[src/rtl/lib_io.sv]
// Shared constants for the IO responder: byte width, output-register states
// and the r_data field layout.
package lib_io;
  localparam int BYTE_W      = 8;
  localparam int RD_BYTE_LSB = 0;
  localparam int RD_OCC_LSB  = 8;
  localparam int RD_RSV_LSB  = 16;
  localparam int RD_DROP_LSB = 24;

  typedef enum logic {
    OR_EMPTY = 1'b0,
    OR_HOLD  = 1'b1
  } oreg_state_t;
endpackage

[src/rtl/io_fifo.sv]
// Byte FIFO with wrap-around pointers; the extra pointer MSB separates full
// from empty. Callers guarantee push only when not full (or popping) and pop only when not empty.
module io_fifo
  import lib_io::*;
#(
  parameter int DEPTH = 4
) (
  input  logic                     clk,
  input  logic                     reset,
  input  logic                     push,
  input  logic                     pop,
  input  logic [BYTE_W-1:0]        din,
  output logic [BYTE_W-1:0]        dout,
  output logic                     full,
  output logic                     empty,
  output logic [$clog2(DEPTH):0]   count
);
  localparam int AW = $clog2(DEPTH);

  logic [BYTE_W-1:0] mem [DEPTH];
  logic [AW:0]       wr_ptr, rd_ptr;

  always_ff @(posedge clk) begin
    if (reset) begin
      wr_ptr <= '0;
      rd_ptr <= '0;
    end else begin
      if (push) wr_ptr <= wr_ptr + 1'b1;
      if (pop)  rd_ptr <= rd_ptr + 1'b1;
    end
  end

  // Storage needs no reset: the head is only meaningful while non-empty.
  always_ff @(posedge clk) begin
    if (push && !reset) mem[wr_ptr[AW-1:0]] <= din;
  end

  assign dout  = mem[rd_ptr[AW-1:0]];
  assign count = wr_ptr - rd_ptr;
  assign empty = (wr_ptr == rd_ptr);
  assign full  = (wr_ptr[AW] != rd_ptr[AW]) && (wr_ptr[AW-1:0] == rd_ptr[AW-1:0]);
endmodule

[src/rtl/io_responder.sv]
// CPU-facing IO responder: RX FIFO read via irr/ack, TX FIFO drained through a
// registered valid/ready output. Define IO_DROP_CNT_EN for the RX drop counter.
module io_responder
  import lib_io::*;
#(
  parameter int DEPTH = 4
) (
  input  logic              clk,
  input  logic              reset,
  output logic              irr,
  input  logic              ack,
  output logic [31:0]       r_data,
  input  logic              w_req,
  input  logic [31:0]       w_data,
  output logic              w_busy,
  input  logic              in_stb,
  input  logic [BYTE_W-1:0] in_data,
  output logic              out_valid,
  output logic [BYTE_W-1:0] out_data,
  input  logic              out_ready
);
  localparam int CW = $clog2(DEPTH) + 1;

  logic              rx_push, rx_pop, rx_full, rx_empty;
  logic [BYTE_W-1:0] rx_dout;
  logic [CW-1:0]     rx_count;
  logic              tx_push, tx_pop, tx_full, tx_empty;
  logic [BYTE_W-1:0] tx_dout;
  logic [CW-1:0]     tx_count;
  logic [7:0]        drop_cnt;
  logic              unused_tx;

  // A full RX still accepts a byte when the CPU frees a slot on the same edge.
  assign rx_pop  = ack && !rx_empty;
  assign rx_push = in_stb && (!rx_full || rx_pop);
  assign tx_push = w_req && !tx_full;

  io_fifo #(.DEPTH(DEPTH)) u_rx (
    .clk(clk), .reset(reset), .push(rx_push), .pop(rx_pop), .din(in_data),
    .dout(rx_dout), .full(rx_full), .empty(rx_empty), .count(rx_count)
  );

  io_fifo #(.DEPTH(DEPTH)) u_tx (
    .clk(clk), .reset(reset), .push(tx_push), .pop(tx_pop), .din(w_data[BYTE_W-1:0]),
    .dout(tx_dout), .full(tx_full), .empty(tx_empty), .count(tx_count)
  );

  assign unused_tx = ^{w_data[31:BYTE_W], tx_count};

  oreg_state_t state, state_nxt;
  logic        load;

  always_ff @(posedge clk) begin
    if (reset) state <= OR_EMPTY;
    else       state <= state_nxt;
  end

  always_comb begin
    state_nxt = state;
    load      = 1'b0;
    case (state)
      OR_EMPTY: if (!tx_empty) begin
        load      = 1'b1;
        state_nxt = OR_HOLD;
      end
      OR_HOLD: if (out_ready) begin
        if (!tx_empty) load = 1'b1;
        else           state_nxt = OR_EMPTY;
      end
      default: state_nxt = OR_EMPTY;
    endcase
  end

  always_ff @(posedge clk) begin
    if (reset)     out_data <= '0;
    else if (load) out_data <= tx_dout;
  end

  assign tx_pop    = load;
  assign out_valid = (state == OR_HOLD);

`ifdef IO_DROP_CNT_EN
  logic drop;
  assign drop = in_stb && rx_full && !rx_pop;

  always_ff @(posedge clk) begin
    if (reset)                        drop_cnt <= '0;
    else if (drop && drop_cnt != '1)  drop_cnt <= drop_cnt + 8'd1;
  end
`else
  assign drop_cnt = '0;
`endif

  assign irr    = !rx_empty;
  assign w_busy = tx_full;

  always_comb begin
    r_data = '0;
    r_data[RD_BYTE_LSB +: BYTE_W] = rx_empty ? '0 : rx_dout;
    r_data[RD_OCC_LSB  +: 8]      = 8'(rx_count);
    r_data[RD_DROP_LSB +: 8]      = drop_cnt;
  end
endmodule
[config.mk]
export PLATFORM = sky130hd
export DESIGN_NAME = io_responder
export DESIGN_NICKNAME = d
export VERILOG_FILES = /design/src/rtl/lib_io.sv /design/src/rtl/io_fifo.sv /design/src/rtl/io_responder.sv
export SDC_FILE = /design/constraint.sdc
export NUM_CORES = 1
export LEC_CHECK = 0
export CAP_MARGIN = 10
export CORE_ASPECT_RATIO = 1.4
export CORE_MARGIN = 8
export CORE_UTILIZATION = 45
export CTS_CLUSTER_DIAMETER = 60
export DETAILED_ROUTE_END_ITERATION = 12
export GPL_ROUTABILITY_DRIVEN = 0
export PLACE_DENSITY = 0.82
export SYNTH_ARGS = -nofsm -noshare
export SYNTH_HDL_FRONTEND = slang
export SYNTH_SLANG_ARGS = --single-unit
[constraint.sdc]
create_clock -name clk -period 2.7 [get_ports clk]
set_clock_uncertainty 0.05 [all_clocks]
set_input_delay 0.675 -clock clk [delete_from_list [all_inputs] [get_ports clk]]
set_output_delay 0.675 -clock clk [all_outputs]
set_load 0.05 [all_outputs]
### Word level (Yosys, flattened, before mapping)

Memory sizes are Yosys's and may differ from the RTL's. A register that Yosys moved wholly into a read port is not among the register bits.
Index checks and enable logic that the tools add are counted.

* memories: 2
* bits of input ports: 46
* word-level logic and storage cells: 43
* register bits: 13
* RAM bits: 64
* output and inout bits: 43

Memories
* u_rx.mem: words 4, width 8, rd ports 1, clocked after memory_dff 1, write ports 1, line io_fifo.sv:20 `logic [BYTE_W-1:0] mem [DEPTH];`
* u_tx.mem: words 4, width 8, rd ports 1, clocked after memory_dff 1, write ports 1, line io_fifo.sv:20

* $add $sub $neg: 5
* reduce and logical (&&, ||, !) cells: 12
* bitwise operators: 1
* eq/ne operators: 6
* multiplexer cells: 12

Operators with widths (number)
* 3-bit by 1-bit adder with 3-bit output, second input constant: 4
* 8-bit two-way mux: 1
* 1-bit logical AND: 7
* 1-bit two-way mux: 7
* 3-bit equality test: 2
* 2-bit equality test: 2
* 1-bit zero test: 4
* 2-bit two-way mux: 2
* 1-bit one-hot mux with 2 select lines: 2
* 3-bit subtractor: 1
* 1-bit != test: 2
* 1-bit logical OR: 1
* 1-bit NOT: 1

### Longest topological paths before layout

* depth after elaboration: 8
* depth in mapped cells: 6
* gate-level depth less buffers: 6

### Hierarchy

From an unflattened synthesis, not the netlist that was laid out.

* cells, all modules: 255
* area, all modules: 3888.7 um^2

By module, submodules not included
* io_fifo: cells an instance 91, area an instance 1617.8 um^2, seq. area each 1121.1 um^2, times used 2
* io_responder: cells an instance 73, area an instance 653.1 um^2, seq. area each 180.2 um^2, times used 1

### Least setup slack after synthesis

No wires, ideal clock.

* path type: reg2out
* from: register u_rx.wr_ptr[0]
* to: output r_data[10]
* arrival: 1832 ps
* path slack: 143 ps
* required time: 1975 ps
* path buffers: 0
* stages on the path, launching flop included: 5
* path through: dfxtp_1 inv_1 ha_1 fa_1 xnor2_1

* word-level cells in the longest chain between the ends: 1

RTL lines
* start, declared: line io_fifo.sv:21 `logic [AW:0] wr_ptr, rd_ptr;`
* start signal, assigned: line io_fifo.sv:28 `if (push) wr_ptr <= wr_ptr + 1'b1;`
* 3-bit subtractor: line io_fifo.sv:39 `assign count = wr_ptr - rd_ptr;`
* end, declared: line io_responder.sv:12 `output logic [31:0] r_data,`

No other way between the ends.

### Final worst setup path

Same ends and word-level chain as after synthesis.

==> out/metrics.cfg <==
[timing]
worst_slew_pin_slew_ns = 0.505
report.final.hold_viol_count = 0
clock.fmax_mhz = 390
setup_tns_ns = 0
hold_slack_ns = 0.448
worst_slack_ns = 0.134
period_needed_ns = 2.57
slew_headroom_pct = 66.1
fin_crit_sh_pct = 95.0
maxSlewViolCount = 0
setup-violations-final = 0

[global_route]
grt_pass1_wl_um = 10200
antenna_found_initial = 0
grt_overflow_total = 0
grt_max_degree = 14
grt_use_total_pct = 11.6
grt_pass1_vias = 2084

[worst_hold_path]
hp-class = reg2reg
min_from = out_data[5]
min_path_cells = 2
whs_endpoint = out_data[5]

[critical_path]
path_max_fanout = 4
cp-start-kind = flop
r2r-end = u_rx.mem[0][1]
worstPathArrival_ns = 1.84
critPathRequiredTime_ns = 1.98
reg2regPathDepth = 6
crit_type = reg2out
r2r-start = u_rx.wr_ptr[0]
end_kind = output port
ff2ff_setup_slack_ns = 0.69

[logic_synthesis]
synth_cell_types = 33
synth_warnings = 0
synth.avg_cell_area_um2 = 16.1
synthTopCellsByArea = edfxtp_1 (51%), dfxtp_1 (12%), mux4_2 (9.6%)
synth_top_area_share_pct = 51.2
synth_seq_cells = 87
seq_area_frac_synth_pct = 63.4
syn_area_mm2 = 0.00376
synth_cells = 233
synth_area_leader_cell = edfxtp_1

[routing]
dr_total_vias = 1896
wl_met2_um = 3370
drt-met1-wl_um = 2450
first_pass_iters = 4
met3_wirelength_um = 371
drc = 0
post_drt_wl_per_cell_um = 16.0
ant_nets = 0
routed_wirelength_um = 6290
top_layer = met4
drt_iter0_drc = 73
vias_per_cell = 4.84

[floorplanning]
die_w_um = 93.2
io_pins = 89
num_rows = 39
die_y_um = 124
coreArea_mm2 = 0.00815
die-area_mm2 = 0.0116
initial_core_util_pct = 46.1

[clock_network]
postCtsHoldBufs = 0
numClockSinks = 87
post-cts-setup-buffers = 0
clock_latency_ns = 0.33
root_buffer = clkbuf_16
clkSlewWorstSetupHoldPaths_ns = 0.06
cts_htree_levels = 3
cts_tree = done
clock_tree.buffer_depth = 2
postCtsResizedCells = 0
cts_buffers = 9

[pwr]
powerDensity_mw_per_mm2 = 960
p_leak_nw = 1.67
irDropWorstVdd_mv = 0.677

[final_layout]
layout_commonest_cell = edfxtp_1
diodes = 0
nNetsFinal = 344
drive_gt1_share_pct = 19.7
syn2layout_area_growth_pct = 20.3
most-common-layout-cells = edfxtp_1 (64), clkdlybuf4s50_1 (30), dfxtp_1 (23), nor2_1 (22), conb_1 (21)
final_cells = 392

[placed_design]
hpwl_um = 4670
pre_cts_ws_ns = 0.277
port_buffers = 43
placed_cells = 376

[status]
status = complete, no violations

[run]
maxCapViolCount = 0

-- sequential cells by signal, indices dropped and copies added, names as in the netlist, named ones only --
name and cells:
u_rx.wr_ptr 3, u_tx.mem 32, out_valid 1, u_rx.rd_ptr 3, out_data 8, u_tx.wr_ptr 3
u_tx.rd_ptr 3, u_rx.mem 32
-- how the worst max path moves through the flow --
stage,start,endpoint,slack [ns],cells past startpoint
2_1_floorplan,u_rx.wr_ptr[0],r_data[10],0.14,4
3_3_place_gp,ack,u_rx.mem[0][7],0.31,4
3_5_place_dp,ack,u_rx.mem[0][7],0.28,4
4_1_cts,u_rx.wr_ptr[0],r_data[5],0.07,7
5_1_grt,u_rx.wr_ptr[0],r_data[1],-0.0002,7
6_report,u_rx.wr_ptr[0],r_data[10],0.13,5
-- kinds of logic after synthesis --
logic type	after synthesis	synth area share [%]
mux	28	12.8
compound gates	10	2.70
flops	87	63.4
other cells	1	0.0998
fa+ha+maj	13	4.53
xor+xnor	14	3.96
buf+inv	36	6.56
simple gates	44	5.93
-- Yosys cell counts --
library cell  instances
nor3b_2               1
o31a_4                1
conb_1                1
buf_4                21
dfxtp_1              23
o31ai_4               1
o31ai_2               1
a21bo_2               1
buf_12                1
a21oi_1               2
xor2_1                6
nor3_1                2
nor2b_1               8
fa_1                  1
xor2_2                1
buf_2                 1
xor2_4                1
nor2_1               22
edfxtp_1             64
buf_6                 2
clkbuf_1              3
and2_1                8
ha_1                 12
xnor2_1               6
nand2b_1              1
nand3b_1              1
mux4_2               16
o311ai_1              2
o21ai_0               1
inv_1                 8
nand2_1               1
o211ai_1              1
mux2i_1              12
-- worst max-delay path: stages (launching register included) --
cell and delay, ns:
dfxtp_1 0.36, inv_1 0.12, ha_1 0.21, fa_1 0.37
xnor2_1 0.28, buf_12 0.18
-- through the flow --
step / area (µm²) / power, mW / utilization, %
after floorplan: 3830 / 2.83 / -
after global placement: 4220 / 3.17 / 51.8
after detailed placement: 4220 / 3.19 / 51.8
after CTS: 4510 / 4.39 / 55.4
after global routing: 4520 / 4.53 / 55.4
final: 4520 / 4.34 / 55.4
-- report_power, final --
group          internal [mW]  switching [mW]  total, mW  leakage (nW)
combinational          0.590           0.926       1.52         0.753
clock                  0.737           0.454       1.19         0.146
sequential              1.56          0.0752       1.63         0.770
-- routing by layer --
| layer | track usage (%) | up-vias |
|---|---|---|
| met2 | 21.2 | 56 |
| met3 | 3.44 | 8 |
| met1 | 12.1 | 922 |
| li1 | - | 910 |
| met4 | 4.85 | 0 |
| met5 | 0 | - |
-- cell type report --
cell class | count | area (µm²)
fillers | 626 | 3630
flip-flops and latches | 87 | 2380
multi-input cells | 130 | 1200
clock buffers | 12 | 246
inverters | 8 | 30.0
well taps | 102 | 128
repair buffers | 49 | 480
clock inverters | 4 | 45.0
Note: power is estimated with default switching activity, not from simulation.
